### config.mk
export PLATFORM = sky130hd
export DESIGN_NAME = pipeline_ctrl
export DESIGN_NICKNAME = d
export VERILOG_FILES = /design/src/rtl/pipeline_ctrl_pkg.sv /design/src/rtl/pipeline_ctrl_stall_timer.sv /design/src/rtl/pipeline_ctrl.sv
export SDC_FILE = /design/constraint.sdc
export NUM_CORES = 1
export LEC_CHECK = 0
export BUFFER_PORTS_ARGS = -buffer_cell sky130_fd_sc_hd__buf_2
export CORE_MARGIN = 10
export CORE_UTILIZATION = 27
export DETAILED_ROUTE_END_ITERATION = 8
export SLEW_MARGIN = 20
export SYNTH_ARGS = -nofsm -noshare
export SYNTH_HDL_FRONTEND = slang
export SYNTH_SLANG_ARGS = --single-unit
### constraint.sdc
create_clock -name clk -period 1.7 [get_ports clk]
set_input_delay 0.17 -clock clk [delete_from_list [all_inputs] [get_ports clk]]
set_output_delay 0.17 -clock clk [all_outputs]
set_load 0.005 [all_outputs]
### src/rtl/pipeline_ctrl_pkg.sv
// Shared definitions for the pipeline hazard/exception controller:
// FSM encodings, stall vectors, cause codes and the exception vector base.
package pipeline_ctrl_pkg;

   typedef enum logic [1:0] {
      StRun    = 2'd0,
      StFlush  = 2'd1,
      StRefill = 2'd2
   } pc_state_e;

   // Stall vectors: bit0 PC .. bit5 WB; a stage holds along with everything upstream of it.
   localparam logic [5:0] StallNone = 6'b000000;
   localparam logic [5:0] StallId   = 6'b000111;
   localparam logic [5:0] StallEx   = 6'b001111;
   localparam logic [5:0] StallMem  = 6'b011111;

   localparam logic [2:0] ExcpEret = 3'b111;

   localparam logic [31:0] ExcBaseDflt = 32'h0000_0020;

   // Each cause owns an 8-byte slot in the vector table.
   function automatic logic [31:0] vector_addr(input logic [31:0] base, input logic [2:0] cause);
      return base + {26'd0, cause, 3'b000};
   endfunction

endpackage

### src/rtl/pipeline_ctrl_stall_timer.sv
// Consecutive-stall watchdog: counts back-to-back stalled cycles and raises a
// sticky timeout flag once the run reaches TIMEOUT_CYCLES.
module stall_timer #(
   parameter int unsigned TIMEOUT_CYCLES = 1024
) (
   input  logic clk,
   input  logic rst_n,
   input  logic stall_i,
   output logic timeout_o
);

   localparam int unsigned CntW = $clog2(TIMEOUT_CYCLES + 1);

   logic [CntW-1:0] cnt_q, cnt_d;
   logic            timeout_q, timeout_d;

   always_comb begin
      cnt_d     = '0;
      timeout_d = timeout_q;
      if (stall_i) begin
         cnt_d = (cnt_q == CntW'(TIMEOUT_CYCLES)) ? cnt_q : cnt_q + CntW'(1);
         // Flag lands on the same edge that brings the run length to the limit.
         if (cnt_q == CntW'(TIMEOUT_CYCLES - 1)) begin
            timeout_d = 1'b1;
         end
      end
   end

   always_ff @(posedge clk or negedge rst_n) begin
      if (!rst_n) begin
         cnt_q     <= '0;
         timeout_q <= 1'b0;
      end else begin
         cnt_q     <= cnt_d;
         timeout_q <= timeout_d;
      end
   end

   assign timeout_o = timeout_q;

endmodule

### src/rtl/pipeline_ctrl.sv
// Pipeline controller: combinational stall priority, one-cycle flush with
// redirect on exception/ERET, a refill bubble, stall statistics and watchdog.
module pipeline_ctrl
   import pipeline_ctrl_pkg::*;
#(
   parameter int unsigned TIMEOUT_CYCLES = 1024,
   parameter logic [31:0] EXC_BASE       = ExcBaseDflt
) (
   input  logic        clk,
   input  logic        rst_n,
   input  logic        stallreq_id,
   input  logic        stallreq_ex,
   input  logic        stallreq_mem,
   input  logic        excp_valid,
   input  logic [2:0]  excp_type,
   input  logic [31:0] epc_i,
   output logic [5:0]  stall_o,
   output logic        flush_o,
   output logic [31:0] new_pc_o,
   output logic        timeout_o,
   output logic [15:0] stall_cnt_o
);

   pc_state_e   state_q, state_d;
   logic        flush_q, flush_d;
   logic [31:0] new_pc_q, new_pc_d;
   logic [15:0] stall_cnt_q, stall_cnt_d;
   logic [5:0]  stall_req;

   always_comb begin
      stall_req = StallNone;
      if (stallreq_mem) begin
         stall_req = StallMem;
      end else if (stallreq_ex) begin
         stall_req = StallEx;
      end else if (stallreq_id) begin
         stall_req = StallId;
      end
   end

   always_comb begin
      state_d  = state_q;
      flush_d  = 1'b0;
      new_pc_d = new_pc_q;
      stall_o  = StallNone;
      unique case (state_q)
         StRun: begin
            if (excp_valid) begin
               state_d  = StFlush;
               flush_d  = 1'b1;
               new_pc_d = (excp_type == ExcpEret) ? epc_i : vector_addr(EXC_BASE, excp_type);
            end else if (rst_n) begin
               // Gated by rst_n so the hold vector stays clear while reset is applied.
               stall_o = stall_req;
            end
         end
         StFlush:  state_d = StRefill;
         StRefill: state_d = StRun;
         default:  state_d = StRun;
      endcase
   end

   always_comb begin
      stall_cnt_d = stall_cnt_q;
      if (stall_o != StallNone && stall_cnt_q != 16'hFFFF) begin
         stall_cnt_d = stall_cnt_q + 16'd1;
      end
   end

   always_ff @(posedge clk or negedge rst_n) begin
      if (!rst_n) begin
         state_q     <= StRun;
         flush_q     <= 1'b0;
         new_pc_q    <= '0;
         stall_cnt_q <= '0;
      end else begin
         state_q     <= state_d;
         flush_q     <= flush_d;
         new_pc_q    <= new_pc_d;
         stall_cnt_q <= stall_cnt_d;
      end
   end

   stall_timer #(
      .TIMEOUT_CYCLES(TIMEOUT_CYCLES)
   ) u_stall_timer (
      .clk      (clk),
      .rst_n    (rst_n),
      .stall_i  (stall_o != StallNone),
      .timeout_o(timeout_o)
   );

   assign flush_o     = flush_q;
   assign new_pc_o    = new_pc_q;
   assign stall_cnt_o = stall_cnt_q;

endmodule
Word level (Yosys, flattened, before mapping)
Index checks and enable logic that the tools add are counted.
{"block": "totals", "inputBits": 41, "ff_bits": 63, "output_inout_bits": 56, "word_cells": 34}
{"block": "classes", "add_sub_neg": 3, "mux": 13, "eq_ne": 7, "n_reduce_logical": 5}
{"cell": "32-bit 2-to-1 mux", "n": 1}
{"cell": "6-bit 2-to-1 mux", "n": 4}
{"cell": "11-bit 2-to-1 mux", "n": 2}
{"cell": "16-bit by 1-bit adder with 16-bit output, second input constant", "n": 1}
{"cell": "16-bit inequality test, second input constant", "n": 1}
{"cell": "11-bit by 1-bit adder with 11-bit output, second input constant", "n": 1}
{"cell": "11-bit by 10-bit equality test with 1-bit output, second input constant", "n": 1}
{"cell": "11-bit equality test, second input constant", "n": 1}
{"cell": "6-bit by 6-bit adder with 7-bit output, first input constant", "n": 1}
{"cell": "6-bit nonzero test", "n": 1}
{"cell": "4-bit 2-to-1 mux", "n": 1}
{"cell": "2-bit inequality test, second input constant", "n": 2}
{"cell": "2-bit one-hot mux with 2 select lines", "n": 1}
{"cell": "2-bit AND reduction", "n": 2}
{"cell": "3-bit equality test, second input constant", "n": 1}
{"cell": "3-bit 2-to-1 mux", "n": 1}
{"cell": "2-bit by 1-bit equality test with 1-bit output, second input constant", "n": 1}
{"cell": "2-bit logical NOT", "n": 1}
{"cell": "1-bit 2-to-1 mux", "n": 2}
{"cell": "2-bit 2-to-1 mux", "n": 1}
{"cell": "1-bit logical AND", "n": 1}

Logic depth before layout (Yosys ltp)
{"block": "logic_depth", "ltp_word": 8, "ltp_mapped": 6, "mapped_depth_nobuf": 6}

Hierarchy
From an unflattened synthesis, not the netlist that was laid out.
{"block": "unflattened", "cells_unflattened": 230, "area_unflattened_um2": 2672.6}
{"module": "pipeline_ctrl", "seq_area_each_um2": 1276.2, "area_per_inst_um2": 2067.0, "cells_per_inst": 169, "n_inst": 1}
{"module": "stall_timer", "seq_area_each_um2": 300.3, "area_per_inst_um2": 605.6, "cells_per_inst": 61, "n_inst": 1}

Worst setup path before layout
OpenSTA, ideal clock, no wires.
{"block": "synth_path", "path_kind": "reg-to-reg", "start": "register state_q[1]", "end": "register stall_cnt_q[15] (netlist: stall_cnt_o[15])", "arrival_ns": 1.722, "n_path_buf": 0, "path_stages_with_launch": 5, "setup_slack_ns": -0.149, "required_ns": 1.573, "setup_ns": 0.127, "period_less_slack_ns": 1.849, "path_cell_list": "dfrtp_1 > or4b_4 > nor4_4 > nand4_1 > mux2_1"}
{"block": "synth_between", "elab_chain_cells": 4}
{"element": "start: declaration", "line": "pipeline_ctrl.sv:24", "source": "pc_state_e state_q, state_d;"}
{"element": "start signal: assignment", "line": "pipeline_ctrl.sv:72", "source": "state_q <= StRun;"}
{"element": "start signal: assignment", "line": "pipeline_ctrl.sv:77", "source": "state_q <= state_d;"}
{"element": "2-bit logical NOT", "line": "pipeline_ctrl.sv:46", "source": "unique case (state_q)"}
{"element": "6-bit 2-to-1 mux", "line": "pipeline_ctrl.sv:46"}
{"element": "6-bit nonzero test", "line": "pipeline_ctrl.sv:65", "source": "if (stall_o != StallNone && stall_cnt_q != 16'hFFFF) begin"}
{"element": "1-bit logical AND", "line": "pipeline_ctrl.sv:65"}
{"element": "end signal: assignment", "line": "pipeline_ctrl.sv:80", "source": "stall_cnt_q <= stall_cnt_d;"}
{"element": "end: declaration", "line": "pipeline_ctrl.sv:27", "source": "logic [15:0] stall_cnt_q, stall_cnt_d;"}
No other way between the ends.
A chain may end at the register's enable or synchronous reset.

Final worst setup path
Same ends and word-level chain as after synthesis.

==> flow_metrics.py <==
metrics = {
    "cells_and_area": {
        "area_growth_pct": 41.4,
        "antenna_cells": 0,
        "fin_cells": 497,
        "regArea_um2": 1580,
        "fin_util": 0.393,
        "multi_input_area_um2": 1130,
        "nFillCells": 967,
        "nNetsFinal": 403,
        "drive_gt1_frac": 0.429,
    },
    "timing": {
        "tightestPinTransition_ns": 0.771,
        "rsz0062_at_grt": "yes",
        "finalHoldViolCount": 0,
        "fin_crit_ns": 1.75,
        "max_freq_ghz": 0.570,
        "finalCritPeriodShare": 1.03,
        "worst_slack_ns": -0.0541,
        "drv_slew": 0,
        "skew_ns": 0.00935,
        "slew_headroom": 0.486,
        "setup_violations": 5,
    },
    "drt": {
        "drt-pass1-iter-count": 4,
        "wl_per_cell_um": 14.7,
        "via_count": 2263,
        "postRouteAntennaNets": 0,
        "met1_length_um": 3140,
        "vias_per_cell": 4.55,
        "met3WireLength_um": 513,
        "wl_um": 7300,
        "top_layer_used": "met4",
        "drcViolationCount": 0,
        "drt_iter0_markers": 62,
        "wl_met2_um": 3540,
    },
    "clock_tree": {
        "clock_path_buffers": 2,
        "htree_num_levels": 3,
        "path_clk_slew_ns": 0.08,
        "cts_buffers": 9,
        "insertion_delay_ns": 0.34,
        "cts.sinks": 63,
        "cts_tree": "yes",
        "cts_root_buf": "clkbuf_8",
    },
    "logic_synthesis": {
        "synth_top_area_cell": "dfrtp_1",
        "syn-cell-area_um2": 2710,
        "yosysTopAreaCellShare": 0.581,
        "synthFlopType": "dfrtp_1",
        "ys_seq_area_frac": 0.581,
        "synthTopCellsByCount": "dfrtp_1, a22o_1, nor2_1",
        "synth.area.top_cells": "dfrtp_1, a22o_1, xnor2_1, xor2_1, nor2_1",
        "netlist_instances": 235,
        "synth.avg_cell_area_um2": 11.5,
        "syn_nets": 279,
        "synth-seq-cells": 63,
        "ys.warnings.count": 0,
        "synth_cell_types": 37,
        "synthArstFlopShare": 1.00,
        "synth-edff-count": 0,
        "yosysMostFrequentCell": "dfrtp_1",
    },
    "power_and_ir_drop": {
        "total_power_mw": 3.83,
        "ir_worst_vdd_uv": 349,
        "powerDensity_nw_per_um2": 997,
        "p_leak_nw": 1.97,
    },
    "critical_path": {
        "setup.worst_path.class": "reg -> reg",
        "path_cells": "or4b_4 -> nor4_4 -> nand4_1 -> mux2_1",
        "slowest_delay_ns": 0.58,
        "worstPathMaxFanout": 3,
        "cp-start-kind": "flip-flop",
        "crit_path_end_kind": "flip-flop",
        "arrival_ns": 1.99,
        "cp-startpoint": "state_q[1]",
        "r2r_end": "stall_cnt_o[15]",
        "r2r-start": "state_q[1]",
        "crit_slowest_cell": "or4b_4",
        "required_ns": 1.93,
        "r2r_slack_ns": -0.05,
        "r2r_cells": 4,
    },
    "run": {
        "maxCapViolCount": 0,
    },
    "place": {
        "port_buffers": 95,
        "dp.cells": 477,
        "place.detailed.hpwl_um": 5360,
        "place.gp.congestion": 0.754,
    },
    "floorplan": {
        "std_cell_rows": 36,
        "core_area_um2": 9770,
        "start_util": 0.278,
        "die_area_um2": 14500,
        "die_h_um": 120,
        "dieWidth_um": 120,
        "pin_count": 97,
    },
    "global_routing": {
        "grt-ovfl-total": 0,
        "first_global_vias": 2431,
        "antenna_found_initial": 0,
        "grt_max_degree": 62,
        "grt_util_all_layers": 0.101,
        "grt_pass1_wl_um": 11900,
    },
    "hold_path": {
        "hold_start": "epc_i[28]",
        "min_to": "new_pc_o[28]",
        "hold_depth": 2,
        "hp-class": "in -> reg",
    },
    "status": {
        "status": "complete, but fails checks",
        "violations": "negative setup slack",
    },
}
[flip-flops by register name (all words and copies together) (netlist names)]
register                 flops
flush_o                      1
new_pc_o                    32
stall_cnt_o                 16
state_q                      2
u_stall_timer.cnt_q         11
u_stall_timer.timeout_o      1
[power breakdown]
group | switching [mW] | leakage [nW] | internal, mW | total, mW
sequential | 0.110 | 0.850 | 1.64 | 1.75
combinational | 0.347 | 1.01 | 0.358 | 0.705
clock | 0.573 | 0.109 | 0.793 | 1.37
total | 1.03 | 1.97 | 2.80 | 3.83
[critical path, delay by kind of cell, from the launching register on]
kind             cells  cell delay, ns
DFF                  1            0.42
and+or+nand+nor      3            0.90
muxes                1            0.32
[layout make-up]
type / count / share of cell area
multi-input combinational: 155 / 0.294
sequential: 63 / 0.411
timing repair buffer: 124 / 0.190
clock inverter: 3 / 0.0104
clock buffer: 13 / 0.0440
tap: 133 / 0.0434
inverter: 6 / 0.00717
[placed cells by master, fill, tap and decap left out, types with 3 or more instances in the layout]
cell type  Yosys  routed
xnor2_1       11      11
nand4_1        5       5
ha_1           3       3
and3_1         6       6
xor2_1         8       8
inv_1          6       5
nand3_1       10       9
clkbuf_8       0      12
nor3_1         4       3
nor2_1        17      14
o211ai_1       5       5
nand2_1       16      16
buf_4          3      26
buf_6          0       4
dfrtp_1       63      63
buf_2          0      92
a22o_1        28      28
o21ai_0        9       8
[worst max path at each step]
stage and end:
2_1_floorplan stall_cnt_o[15], 3_3_place_gp stall_cnt_o[12], 3_5_place_dp stall_cnt_o[12], 4_1_cts stall_cnt_o[15]
5_1_grt stall_cnt_o[15], 6_report stall_cnt_o[15]
[per-layer routing]
layer | GRT usage | up-vias
met1 | 0.119 | 1098
met5 | 0 | -
met3 | 0.0428 | 10
met2 | 0.159 | 59
met4 | 0.0407 | 0
li1 | - | 1096
[stage by stage]
step	area, µm²	hold WS (ns)	setup TNS [ns]	setup slack, ns
after floorplan	2710	-0.126	-0.0309	-0.0309
after global placement	3510	-0.0147	0	0.00406
after detailed placement	3510	-0.0104	-0.0811	-0.0421
after CTS	3780	-0.388	-0.191	-0.0658
after global routing	3840	0.0167	-1.10	-0.152
final	3840	0.0426	-0.0971	-0.0541
[cell families after synthesis]
group	after synthesis	share of synthesized area
AOI/OAI and AO/OA	51	0.142
xor gates and xnor gates	19	0.0613
adders and majority gates	3	0.0138
buffers and inverters	17	0.0277
DFF	63	0.581
muxes	5	0.0203
other	1	0.00138
and+or+nand+nor	76	0.153
[what timing repair did]
action                                  in CTS  in global routing
endpoints found under the setup margin      10                 21
gates resized for setup                     11                 10
hold endpoints to repair                     2                  2
setup buffers                                3                  0
pin swaps                                    8                  4
cloned                                       0                  0
Note: power is estimated with default switching activity, not from simulation.
